<file path="src/rtl/tt_probe.sv">
// tt_probe: steps a 3-input gate through rows 000..111 and captures its truth table.
// Define TT_PROBE_GLITCH_CHECK_EN to add a per-row CHECK resample that flags unstable rows.
module tt_probe #(
    parameter int SETTLE_CYCLES = 4
) (
    input  logic       clk,
    input  logic       rst_n,
    input  logic       start,
    input  logic       abort,
    input  logic       probe_out,
    output logic       probe_in1,
    output logic       probe_in2,
    output logic       probe_in3,
    output logic       busy,
    output logic       done,
    output logic [7:0] tt,
    output logic       tt_valid,
    output logic [7:0] unstable
);
`ifdef TT_PROBE_GLITCH_CHECK_EN
    typedef enum logic [2:0] {IDLE, SETTLE, SAMPLE, CHECK, DONE} state_t;
`else
    typedef enum logic [2:0] {IDLE, SETTLE, SAMPLE, DONE} state_t;
`endif
    // SAMPLE is the last of the SETTLE_CYCLES hold cycles, so SETTLE itself lasts one fewer
    localparam logic [7:0] LAST = 8'(SETTLE_CYCLES - 2);
    localparam state_t FIRST = (SETTLE_CYCLES == 1) ? SAMPLE : SETTLE;

    state_t     state, nxt;
    logic [2:0] r;
    logic [7:0] cnt;
    logic [6:0] sr;
    logic       go, stop, row_end, bit_in;

    assign go   = state == IDLE && start && !abort;
    assign stop = busy && abort;
    assign {probe_in1, probe_in2, probe_in3} = r;

    always_ff @(posedge clk)
        state <= !rst_n ? IDLE : nxt;

    always_comb begin
        nxt = state;
        case (state)
            IDLE:   nxt = go ? FIRST : IDLE;
            SETTLE: nxt = abort ? IDLE : (cnt == LAST ? SAMPLE : SETTLE);
`ifdef TT_PROBE_GLITCH_CHECK_EN
            SAMPLE: nxt = abort ? IDLE : CHECK;
            CHECK:  nxt = abort ? IDLE : (r == 3'd7 ? DONE : FIRST);
`else
            SAMPLE: nxt = abort ? IDLE : (r == 3'd7 ? DONE : FIRST);
`endif
            DONE:   nxt = IDLE;
            default: nxt = IDLE;
        endcase
    end

    always_comb begin
`ifdef TT_PROBE_GLITCH_CHECK_EN
        busy    = state == SETTLE || state == SAMPLE || state == CHECK;
        row_end = state == CHECK;
`else
        busy    = state == SETTLE || state == SAMPLE;
        row_end = state == SAMPLE;
`endif
        done = state == DONE;
    end

`ifdef TT_PROBE_GLITCH_CHECK_EN
    logic smp;
    assign bit_in = smp;
    always_ff @(posedge clk) begin
        if (!rst_n) begin
            smp      <= 1'b0;
            unstable <= 8'h00;
        end else if (go) begin
            unstable <= 8'h00;
        end else if (!stop) begin
            if (state == SAMPLE)
                smp <= probe_out;
            if (state == CHECK && probe_out != smp)
                unstable[3'd7 - r] <= 1'b1;
        end
    end
`else
    assign bit_in   = probe_out;
    assign unstable = 8'h00;
`endif

    always_ff @(posedge clk) begin
        if (!rst_n) begin
            r        <= 3'd0;
            cnt      <= 8'd0;
            sr       <= 7'd0;
            tt       <= 8'h00;
            tt_valid <= 1'b0;
        end else if (go || stop) begin
            r        <= 3'd0;
            cnt      <= 8'd0;
            tt_valid <= 1'b0;
        end else begin
            cnt <= (state == SETTLE && cnt != LAST) ? cnt + 8'd1 : 8'd0;
            if (row_end) begin
                r  <= r == 3'd7 ? 3'd0 : r + 3'd1;
                sr <= {sr[5:0], bit_in};
            end
            if (row_end && r == 3'd7) begin
                tt       <= {sr, bit_in};
                tt_valid <= 1'b1;
            end
        end
    end
endmodule

</file>
<file path="config.mk">
export PLATFORM = sky130hd
export DESIGN_NAME = tt_probe
export DESIGN_NICKNAME = d
export VERILOG_FILES = /design/src/rtl/tt_probe.sv
export SDC_FILE = /design/constraint.sdc
export NUM_CORES = 1
export LEC_CHECK = 0
export CAP_MARGIN = 10
export CORE_ASPECT_RATIO = 0.75
export CORE_UTILIZATION = 45
export DETAILED_ROUTE_END_ITERATION = 16
export MAX_ROUTING_LAYER = met4
export PLACE_DENSITY = 0.69
export REMOVE_ABC_BUFFERS = 1
export SETUP_SLACK_MARGIN = 0.4
export SYNTH_ARGS = -nofsm -noshare
export SYNTH_HDL_FRONTEND = slang
export SYNTH_SLANG_ARGS = --single-unit
</file>
<file path="constraint.sdc">
create_clock -name clk -period 1.9 [get_ports clk]
set_clock_uncertainty 0.2 [all_clocks]
set_input_delay 0.38 -clock clk [delete_from_list [all_inputs] [get_ports clk]]
set_output_delay 0.38 -clock clk [all_outputs]
set_load 0.02 [all_outputs]
</file>
Word level (Yosys, flattened, before mapping) --
Index checks and enable logic that the tools add are counted.
Word-level totals: bits in registers 30, logic and storage cells 37, output and inout port bits 22, input bits 5
Cells by class: bitwise logic cells 3, equal/unequal tests 6, $add $sub $neg 2, reductions and logical operators 13, muxes and demuxes 7
Operator list (count):
- $add A8 B1 Y8 const B | 1
- $eq A8 B2 Y1 const B | 1
- $mux W2 | 4
- $ne A8 B2 Y1 const B | 1
- $eq A3 B2 Y1 const B | 2
- $pmux W2 S3 | 1
- $logic_and A1 B1 Y1 | 5
- $reduce_and A2 Y1 | 2
- $add A3 B1 Y3 const B | 1
- $eq A3 B1 Y1 const B | 1
- $eq A3 B3 Y1 const B | 1
- $logic_not A3 Y1 | 1
- $mux W3 | 1
- $not A1 Y1 | 3
- $reduce_or A3 Y1 | 1
- $logic_or A1 B1 Y1 | 2
- $reduce_or A2 Y1 | 1
- $logic_not A1 Y1 | 1
- $mux W1 | 1

Longest topological paths before layout --
depth after elaboration 6, gate-level depth with buffers 6, depth with buffers taken out 5

Worst setup path before layout --
Ideal clock, no wire load.
path kind register to register, from register state[0], to register tt[0], setup time 0.136 ns, buffers on the path 0, required time 1.564 ns, setup slack 0.073 ns, period minus slack after synthesis 1.827 ns, data arrival time 1.491 ns, stages on the path, launching flop included 6, cell sequence dfxtp_1 inv_1 ha_1 nand2_1 nand4_1 mux2i_1
Between the ends: word-level cells in the longest chain between the ends 6, elaborated cells between the ends (all ways) 11, classes of those cells eq/ne (2); bitwise (1); reduce/logical (8)
RTL lines:
- start: declaration | RTL line 29 | state_t state, nxt;
- start signal: assignment | RTL line 40 | state <= !rst_n ? IDLE : nxt;
- $eq A3 B1 Y1 or $eq A3 B2 Y1 (tied branches) | RTL line 63 | busy = state == SETTLE || state == SAMPLE;
- $logic_or A1 B1 Y1 (*) | RTL line 63
- via busy | RTL line 14 | output logic busy,
- $logic_and A1 B1 Y1 (*) | RTL line 36 | assign stop = busy && abort;
- $logic_or A1 B1 Y1 (*) | RTL line 97 | end else if (go || stop) begin
- $not A1 Y1 (no line) (*)
- $reduce_and A2 Y1 (no line) (*)
- end signal: assignment | RTL line 108 | tt <= {sr, bit_in};
- end: declaration | RTL line 16 | output logic [7:0] tt,
The timed path passes the listed nets; every way through them passes the cells marked *. A chain may end at the register's enable or synchronous reset.

Worst setup path after layout --
from register cnt[0], to register state[0]
Between the ends: word-level cells in the longest chain between the ends 4
RTL lines:
- start: declaration | RTL line 31 | logic [7:0] cnt;
- start signal: assignment | RTL line 102 | cnt <= (state == SETTLE && cnt != LAST) ? cnt + 8'd1 : 8'd0;
- $eq A8 B2 Y1 | RTL line 46 | SETTLE: nxt = abort ? IDLE : (cnt == LAST ? SAMPLE : SETTLE);
- $mux W2 (2 in a row) | RTL line 46
- $pmux W2 S3 | RTL line 44 | case (state)
No other way between the ends.

==> out/qor.txt <==
F_max: 594.8 MHz
Yosys reg bits: 29
DRC viols: 0
DR vias/cell: 5.000
Post-Syn Instances: 134
Nets: 182
Routed vias: 1025
GPL Wtd Cong: 0.7590
Site Rows: 16
Die Ht: 48.26 um
Post-Route WL: 2.679 mm
Tcrit/Tclk final: 0.8848
Main synth FF type: dfxtp_1
Starting Density: 0.4821
Non-Filler Instances: 205
WL/cell: 13.07 um
Most numerous cell in the Yosys netlist: dfxtp_1
Antenna Nets Post-Route: 0
CP endpoint kind: register
Total GRT Usage: 0.1769
Syn_area_per_cell: 9.580 sq um
CP Class: register to register
Hold Slack: 257.7 ps
Setup crit start: cnt[0]
CTS Buffer Depth: 2
Placed Cells: 190
Area contributors post-synth: dfxtp_1 45%, mux2i_1 13%, ha_1 7.8%
Setup TNS: 0 ps
CTS Buf Count: 5
Share of layout cells above drive strength 1: 0.3077
Synthesis Warnings: 0
GRT overflow: 0
Hold buffer count at cts: 0
Num ports: 27
Clock tree root driver cell: clkbuf_8
CORE AREA: 0.002663 sq mm
Worst-path maximum fanout: 5
Largest net degree at the start of global routing: 18
Crit path DAT: 1630 ps
Power density cells: 675.5 mW/mm^2
Number of antenna cells inserted: 0
Ys async rst share: 0
Hold Path Class: register to register
Crit start category: register
Status: completed
TritonCTS clock tree: built
Worst EP required: 1850 ps
Max H-tree Level: 2
CTS clk-pin slew, worst paths: 60 ps
Initial antenna violation count: 0
Leak pwr: 0.7837 nW
Cells on worst reg2reg path: 5
Post-layout min period: 1681 ps
Area share of the largest cell type after synthesis: 0.4522
Pre-CTS setup slack: 42.66 ps
Mapped cell area: 0.001284 sq mm
EDFF count, synth: 0
Worst R2R Start: cnt[0]
CP delay by family, top: simple AND/OR/NAND/NOR gates
Full die area: 0.003073 sq mm
CP Cell Sequence: inv_1, ha_1, or4b_4, o21ai_4, a21oi_2
Met2 Use GR: 0.3128
Post-synthesis sequential area ratio: 0.4522
GR Util met3: 0.06075
Hold Violations, Final: 0
Layout area overhead: 36.06%
Fillers: 217
Vias in the first global route: 874
Top Usage Layer GRT: met2
Setup Viol. Count Final: 0
Hold Path Sink: tt[6]
Skew-Pair Late Insertion Delay: 270 ps
Area leader, netlist: dfxtp_1
RSZ-0062 raised after global routing: yes
VDD IR-drop max: 0.0003785 V
Die Width: 63.68 um
Met1 usage: 0.1895
Fin worst setup slack: 218.8 ps
TritonRoute pass-1 iters: 4
Crit-path max cell delay: 500 ps
Dpl hpwl: 1.657 mm
First-pass GRT wire length: 3.857 mm
Most instantiated cells after synthesis: 29 x dfxtp_1, 20 x nand2_1, 17 x mux2i_1
Hold Path Origin: tt[6]
Number of DRC markers in iteration 0: 49
R2r setup slk: 220 ps
Fin util: 0.6560
IO buf count: 18
Max_cap viols: 0
Total clock sinks: 29
RR Endpoint: state[0]
CP Buf/Inv Count: 1
Worst Hold Path Cells: 2
Yosys cell types: 24
Slew Viols, Final: 0
Critical Path Slowest Stage Cell: or4b_4
## worst max-delay path by stage
stage                     endpoint  slack, ps  cells past startpoint
final                     state[0]        220                      5
after global placement        busy         70                      3
after global routing      state[0]        180                      5
after floorplan              tt[0]         70                      5
after CTS                 state[1]        240                      5
after detailed placement     tt[1]         40                      5
## report_power, final
part | total [mW] | switching, mW | internal [mW]
clock network | 0.490 | 0.204 | 0.286
registers | 0.611 | 0.00138 | 0.609
logic | 0.0791 | 0.0504 | 0.0286
## cells in the final DEF, fill, tap and decap left out, drive strengths merged, types with 2 or more instances in the layout
master and count:
o21ai 5, mux2i 17, nand4 2, inv 5, dfxtp 29, conb 8, nor2 6, buf 22
xor2 2, nand3 6, clkdlybuf4s15 2, nand2 20, or3 4, ha 8, clkdlybuf4s50 2, a211oi 3
a21oi 4, nor3 5, nand3b 2, clkbuf 11
## layout make-up
class | instances | area [sq um] | share of cell area
well taps | 36 | 45.04 | 0.02579
multi-input cells | 96 | 726.9 | 0.4162
clock buffers | 7 | 86.33 | 0.04943
flip-flops and latches | 29 | 588.1 | 0.3367
inverters | 5 | 18.77 | 0.01074
repair buffers | 32 | 281.5 | 0.1612
## metal layers
layer	vias up	share of wire
li1	513	-
met1	483	0.44
met2	27	0.51
met3	2	0.043
met4	0	0.0078
met5	-	0
## flip-flops by register name, summed over array words and instances (netlist names)
signal / cells
r: 3
tt_valid: 1
cnt: 8
state: 2
tt: 8
sr: 7
## worst min-delay path, cell delays in order (launching register included)
cell and delay, ps:
dfxtp_1 300, nand2_1 50, mux2i_1 50
## per-stage QoR
step | instance area (sq um) | power, mW
final | 1747 | 1.180
after CTS | 1714 | 1.186
after detailed placement | 1536 | 0.6841
after global routing | 1747 | 1.233
after floorplan | 1234 | 0.6575
after global placement | 1536 | 0.6831
## cells by family after synthesis
| kind of cell | after synthesis | share of synthesized area |
|---|---|---|
| AND/OR/NAND/NOR | 47 | 0.1754 |
| flip-flops | 29 | 0.4522 |
| multiplexers | 17 | 0.1326 |
| buffers and inverters | 17 | 0.07407 |
| AO/OA/AOI/OAI | 12 | 0.06433 |
| adder cells (fa/ha/maj) | 8 | 0.07798 |
| XOR/XNOR | 3 | 0.02047 |
| other | 1 | 0.002921 |
## what timing repair did
item / 4_1_cts / 5_1_grt
cloned: 1 / 0
gates resized for setup: 62 / 19
pin swaps: 7 / 7
buffers inserted: 2 / 5
setup endpoints to repair: 39 / 36
hold endpoints to repair: 0 / 0
Power figures use the tool's default switching activity.
